--- config.mk ---
export PLATFORM = sky130hd
export DESIGN_NAME = cmos_cfg_sequencer
export DESIGN_NICKNAME = d
export VERILOG_FILES = /design/src/rtl/cmos_cfg_sequencer.sv
export SDC_FILE = /design/constraint.sdc
export NUM_CORES = 1
export LEC_CHECK = 0
export CAP_MARGIN = 20
export CORE_UTILIZATION = 50
export CTS_CLUSTER_DIAMETER = 60
export DETAILED_ROUTE_END_ITERATION = 12
export MAX_ROUTING_LAYER = met4
export PLACE_DENSITY = 0.76
export SLEW_MARGIN = 20
export SYNTH_ARGS = -nofsm -noshare
export SYNTH_HDL_FRONTEND = slang
export SYNTH_SLANG_ARGS = --single-unit
--- constraint.sdc ---
create_clock -name clk_cmos -period 4.3 [get_ports clk_cmos]
set_input_delay 0.645 -clock clk_cmos [delete_from_list [all_inputs] [get_ports clk_cmos]]
set_output_delay 0.645 -clock clk_cmos [all_outputs]
set_load 0.02 [all_outputs]
--- src/rtl/cmos_cfg_sequencer.sv ---
// CMOS sensor register-table sequencer: power-up settle, then streams LUT
// entries to an SCCB master with per-entry retries and 0xFFFF delay entries.
module cmos_cfg_sequencer #(
  parameter logic [9:0]  LUT_SIZE     = 10'd300,
  parameter logic [19:0] PWRUP_CYCLES = 20'd480000,
  parameter logic [15:0] DELAY_UNIT   = 16'd24000,
  parameter logic [1:0]  RETRY_MAX    = 2'd3
) (
  input  logic        clk_cmos,
  input  logic        rst_n,
  input  logic        cfg_start,
  output logic [9:0]  lut_index,
  input  logic [23:0] lut_data,
  output logic        sccb_req,
  output logic [15:0] sccb_addr,
  output logic [7:0]  sccb_wdata,
  input  logic        sccb_ack,
  input  logic        sccb_err,
  output logic        cfg_busy,
  output logic        cfg_done,
  output logic        cfg_error,
  output logic [9:0]  cfg_fail_index
);

  localparam logic [2:0] S_IDLE     = 3'd0;
  localparam logic [2:0] S_PWR_WAIT = 3'd1;
  localparam logic [2:0] S_FETCH    = 3'd2;
  localparam logic [2:0] S_ISSUE    = 3'd3;
  localparam logic [2:0] S_WAIT_ACK = 3'd4;
  localparam logic [2:0] S_DELAY    = 3'd5;
  localparam logic [2:0] S_DONE     = 3'd6;
  localparam logic [2:0] S_FAIL     = 3'd7;

  localparam logic [9:0] LAST_IDX = LUT_SIZE - 10'd1;

  logic [2:0]  state_q, state_d;
  logic [23:0] cnt_q, cnt_d;
  logic        fetch_ph_q, fetch_ph_d;
  logic [1:0]  retry_q, retry_d;
  logic [9:0]  lut_index_q, lut_index_d;
  logic        req_q, req_d;
  logic [15:0] addr_q, addr_d;
  logic [7:0]  wdata_q, wdata_d;
  logic [9:0]  fail_idx_q, fail_idx_d;

  logic        advance;
  logic [2:0]  retry_inc;
  logic [23:0] dly_cycles;

  assign retry_inc  = {1'b0, retry_q} + 3'd1;
  assign dly_cycles = 24'(lut_data[7:0]) * 24'(DELAY_UNIT);

  always_comb begin
    state_d     = state_q;
    cnt_d       = cnt_q;
    fetch_ph_d  = fetch_ph_q;
    retry_d     = retry_q;
    lut_index_d = lut_index_q;
    req_d       = req_q;
    addr_d      = addr_q;
    wdata_d     = wdata_q;
    fail_idx_d  = fail_idx_q;
    advance     = 1'b0;

    case (state_q)
      S_IDLE: begin
        state_d = S_PWR_WAIT;
        cnt_d   = {4'b0, PWRUP_CYCLES};
      end
      S_PWR_WAIT: begin
        if (cnt_q <= 24'd1) begin
          lut_index_d = '0;
          retry_d     = '0;
          fetch_ph_d  = 1'b0;
          state_d     = (LUT_SIZE == 10'd0) ? S_DONE : S_FETCH;
        end else begin
          cnt_d = cnt_q - 24'd1;
        end
      end
      S_FETCH: begin
        if (!fetch_ph_q) begin
          fetch_ph_d = 1'b1;
        end else begin
          fetch_ph_d = 1'b0;
          addr_d     = lut_data[23:8];
          wdata_d    = lut_data[7:0];
          if (lut_data[23:8] == 16'hFFFF) begin
            state_d = S_DELAY;
            cnt_d   = dly_cycles;
          end else begin
            state_d = S_ISSUE;
            req_d   = 1'b1;
          end
        end
      end
      // Entered from FETCH with req already high; entered on a retry with req
      // low, which makes this cycle the mandatory idle gap before re-requesting.
      S_ISSUE: begin
        req_d   = 1'b1;
        state_d = S_WAIT_ACK;
      end
      S_WAIT_ACK: begin
        if (sccb_err) begin
          req_d   = 1'b0;
          retry_d = retry_inc[1:0];
          if (retry_inc < {1'b0, RETRY_MAX}) begin
            state_d = S_ISSUE;
          end else begin
            fail_idx_d = lut_index_q;
            state_d    = S_FAIL;
          end
        end else if (sccb_ack) begin
          req_d   = 1'b0;
          advance = 1'b1;
        end
      end
      S_DELAY: begin
        if (cnt_q <= 24'd1) begin
          advance = 1'b1;
        end else begin
          cnt_d = cnt_q - 24'd1;
        end
      end
      S_DONE, S_FAIL: begin
        if (cfg_start) begin
          lut_index_d = '0;
          retry_d     = '0;
          fetch_ph_d  = 1'b0;
          state_d     = (LUT_SIZE == 10'd0) ? S_DONE : S_FETCH;
        end
      end
      default: state_d = S_IDLE;
    endcase

    if (advance) begin
      if (lut_index_q == LAST_IDX) begin
        state_d = S_DONE;
      end else begin
        lut_index_d = lut_index_q + 10'd1;
        retry_d     = '0;
        fetch_ph_d  = 1'b0;
        state_d     = S_FETCH;
      end
    end
  end

  always_ff @(posedge clk_cmos or negedge rst_n) begin
    if (!rst_n) begin
      state_q     <= S_IDLE;
      cnt_q       <= '0;
      fetch_ph_q  <= 1'b0;
      retry_q     <= '0;
      lut_index_q <= '0;
      req_q       <= 1'b0;
      addr_q      <= '0;
      wdata_q     <= '0;
      fail_idx_q  <= '0;
    end else begin
      state_q     <= state_d;
      cnt_q       <= cnt_d;
      fetch_ph_q  <= fetch_ph_d;
      retry_q     <= retry_d;
      lut_index_q <= lut_index_d;
      req_q       <= req_d;
      addr_q      <= addr_d;
      wdata_q     <= wdata_d;
      fail_idx_q  <= fail_idx_d;
    end
  end

  assign lut_index      = lut_index_q;
  assign sccb_req       = req_q;
  assign sccb_addr      = addr_q;
  assign sccb_wdata     = wdata_q;
  assign cfg_busy       = !((state_q == S_IDLE) || (state_q == S_DONE) || (state_q == S_FAIL));
  assign cfg_done       = (state_q == S_DONE);
  assign cfg_error      = (state_q == S_FAIL);
  assign cfg_fail_index = fail_idx_q;

endmodule

# After elaboration in Yosys (flattened, before gate mapping)
# Index checks and enable logic that the tools add are counted.
# word_totals
out_inout_bits	48
input_bits	29
regBits	75
# classes
n_bitwise	1
addsub	3
mux	39
n_lt_le_gt_ge	2
reduce_logical	14
n_eq_ne	18
mul	1
# ops
operator	n
24-bit 2-to-1 mux	3
24-bit one-hot mux with 3 select lines	1
10-bit 2-to-1 mux	4
24-bit by 1-bit <= comparator with 1-bit output, second input constant	1
3-bit 2-to-1 mux	8
24-bit by 1-bit subtractor with 24-bit output, second input constant	1
10-bit one-hot mux with 2 select lines	1
3-bit one-hot mux with 6 select lines	1
8-bit by 9-bit multiplier with 17-bit output, second input constant	1
16-bit == test, second input constant	1
3-bit != test, second input constant	5
3-bit == test, second input constant	4
1-bit 2-to-1 mux	12
10-bit by 1-bit adder with 10-bit output, second input constant	1
10-bit by 9-bit == test with 1-bit output, second input constant	1
2-bit 2-to-1 mux	5
2-bit != test, second input constant	4
4-bit AND reduction	2
7-bit nonzero test	1
3-bit by 2-bit == test with 1-bit output, second input constant	2
1-bit one-hot mux with 3 select lines	2
2-bit one-hot mux with 3 select lines	1
3-bit nonzero test	2
5-bit AND reduction	1
11 further kinds	13

# Logic depth before layout (Yosys ltp)
# depth
ltp_word	6
depth_mapped	16
depth_no_buf	16

# Worst setup path after synthesis
# Ideal clock, no wire load.
# synth_timing
path_kind	input -> register
from	in lut_data[5]
to	reg cnt_q[22]
slack_ns	-0.299
required_time_ns	4.171
n_path_buf	0
t_arrival_ns	4.470
stages	15
path_cell_list	inv_1 -> fa_1 -> fa_1 -> inv_1 -> fa_1 -> inv_1 -> fa_1 -> inv_1 -> ha_1 -> o211a_1 -> a221oi_1 -> o21ai_0 -> xor2_1 -> a22oi_1 -> o21ai_0
# synth_between
elab_chain_len	4
# synth_rtl
element	line	text
from (decl)	13	input logic [23:0] lut_data,
8-bit by 9-bit multiplier with 17-bit output	51	assign dly_cycles = 24'(lut_data[7:0]) * 24'(DELAY_UNIT);
24-bit 2-to-1 mux	87	if (lut_data[23:8] == 16'hFFFF) begin
24-bit 2-to-1 mux	81	if (!fetch_ph_q) begin
24-bit one-hot mux with 3 select lines	65	case (state_q)
to (signal assigned)	160	cnt_q <= cnt_d;
to (decl)	37	logic [23:0] cnt_q, cnt_d;
# Every way passes these cells. The select of a mux whose other input is x is not followed.
# A chain may end at the register's enable or synchronous reset.

# Worst setup path in the final report
# layout_timing
from	in lut_data[2]
to	reg cnt_q[19]
# Same word-level chain as after synthesis.

==> flow_summary.json <==
{
  "synth.avg_cell_area_um2": 9.52,
  "drtIter0Drc": 335,
  "portBuffers": 76,
  "whs_ns": 0.407,
  "clock_latency_ns": 0.36,
  "first_pass_iters": 4,
  "ys_ff_latch": 75,
  "slew_violations": 0,
  "yosys_warnings": 0,
  "tritoncts": "yes",
  "clock_path_buffers": 2,
  "synth_edf_count": 0,
  "synthCells": 567,
  "powerDensity_mw_per_mm2": 653,
  "antenna_left": 0,
  "die_x_um": 106,
  "h-tree-depth": 3,
  "grt_first_pass_wirelength_um": 22500,
  "drive_gt1_share_pct": 20.6,
  "synth_area_mm2": 0.00540,
  "grt.overflow.total": 0,
  "pin_count": 77,
  "drcViolationCount": 0,
  "start_util_pct": 51.8,
  "reg2reg_depth": 8,
  "fmax_mhz": 234,
  "async_flop_share_pct": 100,
  "vias": 4672,
  "cts_hold_buf": 0,
  "gp_congestion": 0.910,
  "critical_path_arrival_ns": 4.57,
  "fin_nets": 792,
  "rsz0062_at_grt": "true",
  "utilization_pct": 67.4,
  "numPlacedInstances": 816,
  "dieArea_mm2": 0.0112,
  "core_area_mm2": 0.0104,
  "finalNonFillerCells": 835,
  "tightest_slew_ns": 0.956,
  "diodes": 0,
  "cts_root_buf": "clkbuf_8",
  "rr_startpoint": "state_q[0]",
  "skew_ns": 0.0117,
  "r2r-end": "lut_index[4]",
  "hp-class": "primary input to asynchronous set/reset pin",
  "crit_required_ns": 4.60,
  "clk_pin_slew_ns": 0.10,
  "row_count": 37,
  "clock_sinks": 75,
  "wl_per_cell_um": 16.0,
  "area_growth_pct": 30.1,
  "cap_violations": 0,
  "finalSetupViolations": 0,
  "r2r_setup_slack_ns": 1.69,
  "synth_cell_types": 65,
  "status": "complete, no violations",
  "leakagePower_nw": 3.22,
  "cts_made_buffers": 9,
  "crit_fanout": 4,
  "grt_antenna_before_repair": 0,
  "viasPerCell": 5.60,
  "ys_seq_area_share_pct": 34.8,
  "grt_max_degree": 76,
  "die_h_um": 106,
  "worstSetupPathType": "primary input to flop",
  "finalHoldViolations": 0,
  "relSlewSlack_pct": 36.3,
  "final_cell_mix": "dfrtp_1 (75), clkdlybuf4s50_1 (69), buf_4 (56)",
  "synth_nets": 665,
  "cp-start-kind": "primary input",
  "synth_ff_type": "dfrtp_1",
  "grtUsageTotal_pct": 26.1,
  "period_needed_ns": 4.27,
  "routed_wl_um": 13300,
  "mostFrequentLayoutCell": "dfrtp_1",
  "first_global_vias": 4719,
  "peakVddDrop_mv": 0.473,
  "hpwl_um": 10000,
  "fin_crit_sh_pct": 99.3,
  "cp-end-kind": "flop",
  "p_total_w": 0.00459
}
==> repair_timing <==
item                                    4_1_cts  5_1_grt
resized for setup                            10       28
endpoints found under the setup margin        7        4
endpoints found under the hold margin         0        0
setup buffers                                 2        1
pin swaps                                     7       17
==> cells in the mapped netlist (all sizes together), types with 4 or more instances <==
library cell / n / area, um2
a21o: 5 / 45.0
a21oi: 32 / 160
a31oi: 4 / 25.0
and3: 6 / 37.5
buf: 4 / 20.0
clkbuf: 12 / 46.3
dfrtp: 75 / 1880
fa: 24 / 480
ha: 45 / 563
inv: 58 / 218
mux2: 34 / 383
mux2i: 4 / 40.0
nand2: 40 / 153
nand3: 10 / 50.1
nand4: 6 / 37.5
nor2: 53 / 199
nor2b: 5 / 31.3
nor3: 17 / 101
nor4: 7 / 56.3
o21ai: 47 / 235
o22ai: 4 / 25.0
o31ai: 7 / 52.6
or3: 4 / 30.0
or4: 5 / 41.3
xnor2: 9 / 78.8
xor2: 5 / 43.8
==> through the flow <==
step	instance area (um2)	setup WS [ns]	setup TNS [ns]
finish	7020	0.0297	0
detailed placement	6710	-0.721	-4.18
global route	7020	-0.113	-0.175
floorplan	5440	0.00493	0
CTS	6960	0.0318	0
global placement	6710	-0.609	-3.55
==> where the power goes <==
part | leakage [nW] | switching [W] | internal [W] | total [W]
combinational | 2.16 | 0.00145 | 0.00134 | 0.00279
clock | 0.109 | 0.000316 | 0.000285 | 0.000600
sequential | 0.951 | 0.000261 | 0.000940 | 0.00120
==> sequential cells by signal (all words and copies together), names as in the netlist <==
| register | flops |
|---|---|
| sccb_req | 1 |
| cnt_q | 24 |
| cfg_fail_index | 10 |
| sccb_wdata | 8 |
| state_q | 3 |
| lut_index | 10 |
| fetch_ph_q | 1 |
| sccb_addr | 16 |
| retry_q | 2 |
==> logic make-up (layout without fill, tap and decap cells) <==
| kind of cell | Yosys count | after routing | synth area share, % |
|---|---|---|---|
| adders and majority gates | 69 | 69 | 19.3 |
| xor gates and xnor gates | 14 | 14 | 2.27 |
| buffers and inverters | 75 | 207 | 5.33 |
| DFF | 75 | 75 | 34.8 |
| AOI/OAI and AO/OA | 127 | 127 | 14.4 |
| muxes | 38 | 38 | 7.83 |
| and+or+nand+nor | 169 | 169 | 16.0 |
==> worst max-delay path: stages <==
cell             delay [ns]
clkdlybuf4s15_1        0.25
ha_1                   0.38
inv_1                  0.06
fa_1                   0.49
inv_2                  0.04
fa_1                   0.53
inv_1                  0.05
fa_1                   0.51
inv_2                  0.05
ha_4                   0.26
a21oi_4                0.13
o22ai_2                0.08
or4_1                  0.54
a31oi_1                0.21
xnor2_1                0.14
nor2_1                 0.05
o21ai_1                0.14
==> worst max-delay path by stage <==
stage | slack (ns) | cells past startpoint | end | start
final | 0.03 | 17 | cnt_q[19] | lut_data[2]
after global routing | -0.11 | 18 | cnt_q[19] | lut_data[7]
after CTS | 0.03 | 18 | cnt_q[19] | lut_data[7]
after detailed placement | -0.72 | 18 | cnt_q[19] | lut_data[7]
after global placement | -0.61 | 18 | cnt_q[19] | lut_data[7]
after floorplan | 0.005 | 16 | cnt_q[19] | lut_data[7]
==> cell type report <==
type | instances | area [um2]
tap | 136 | 170
timing repair buffer | 132 | 1180
sequential | 75 | 1880
inverter | 59 | 224
fill | 810 | 3390
clock buffer | 9 | 124
multi-input combinational | 417 | 3360
clock inverter | 7 | 87.6
==> layer usage <==
| layer | up-vias | part of all wire, % | GRT usage [%] |
|---|---|---|---|
| met4 | 0 | 1.6 | 6.94 |
| met2 | 137 | 49 | 42.3 |
| met1 | 2266 | 45 | 33.7 |
| met5 | - | 0 | - |
| li1 | 2257 | - | - |
| met3 | 12 | 4.0 | 4.90 |
Note: power is estimated with default switching activity, not from simulation.
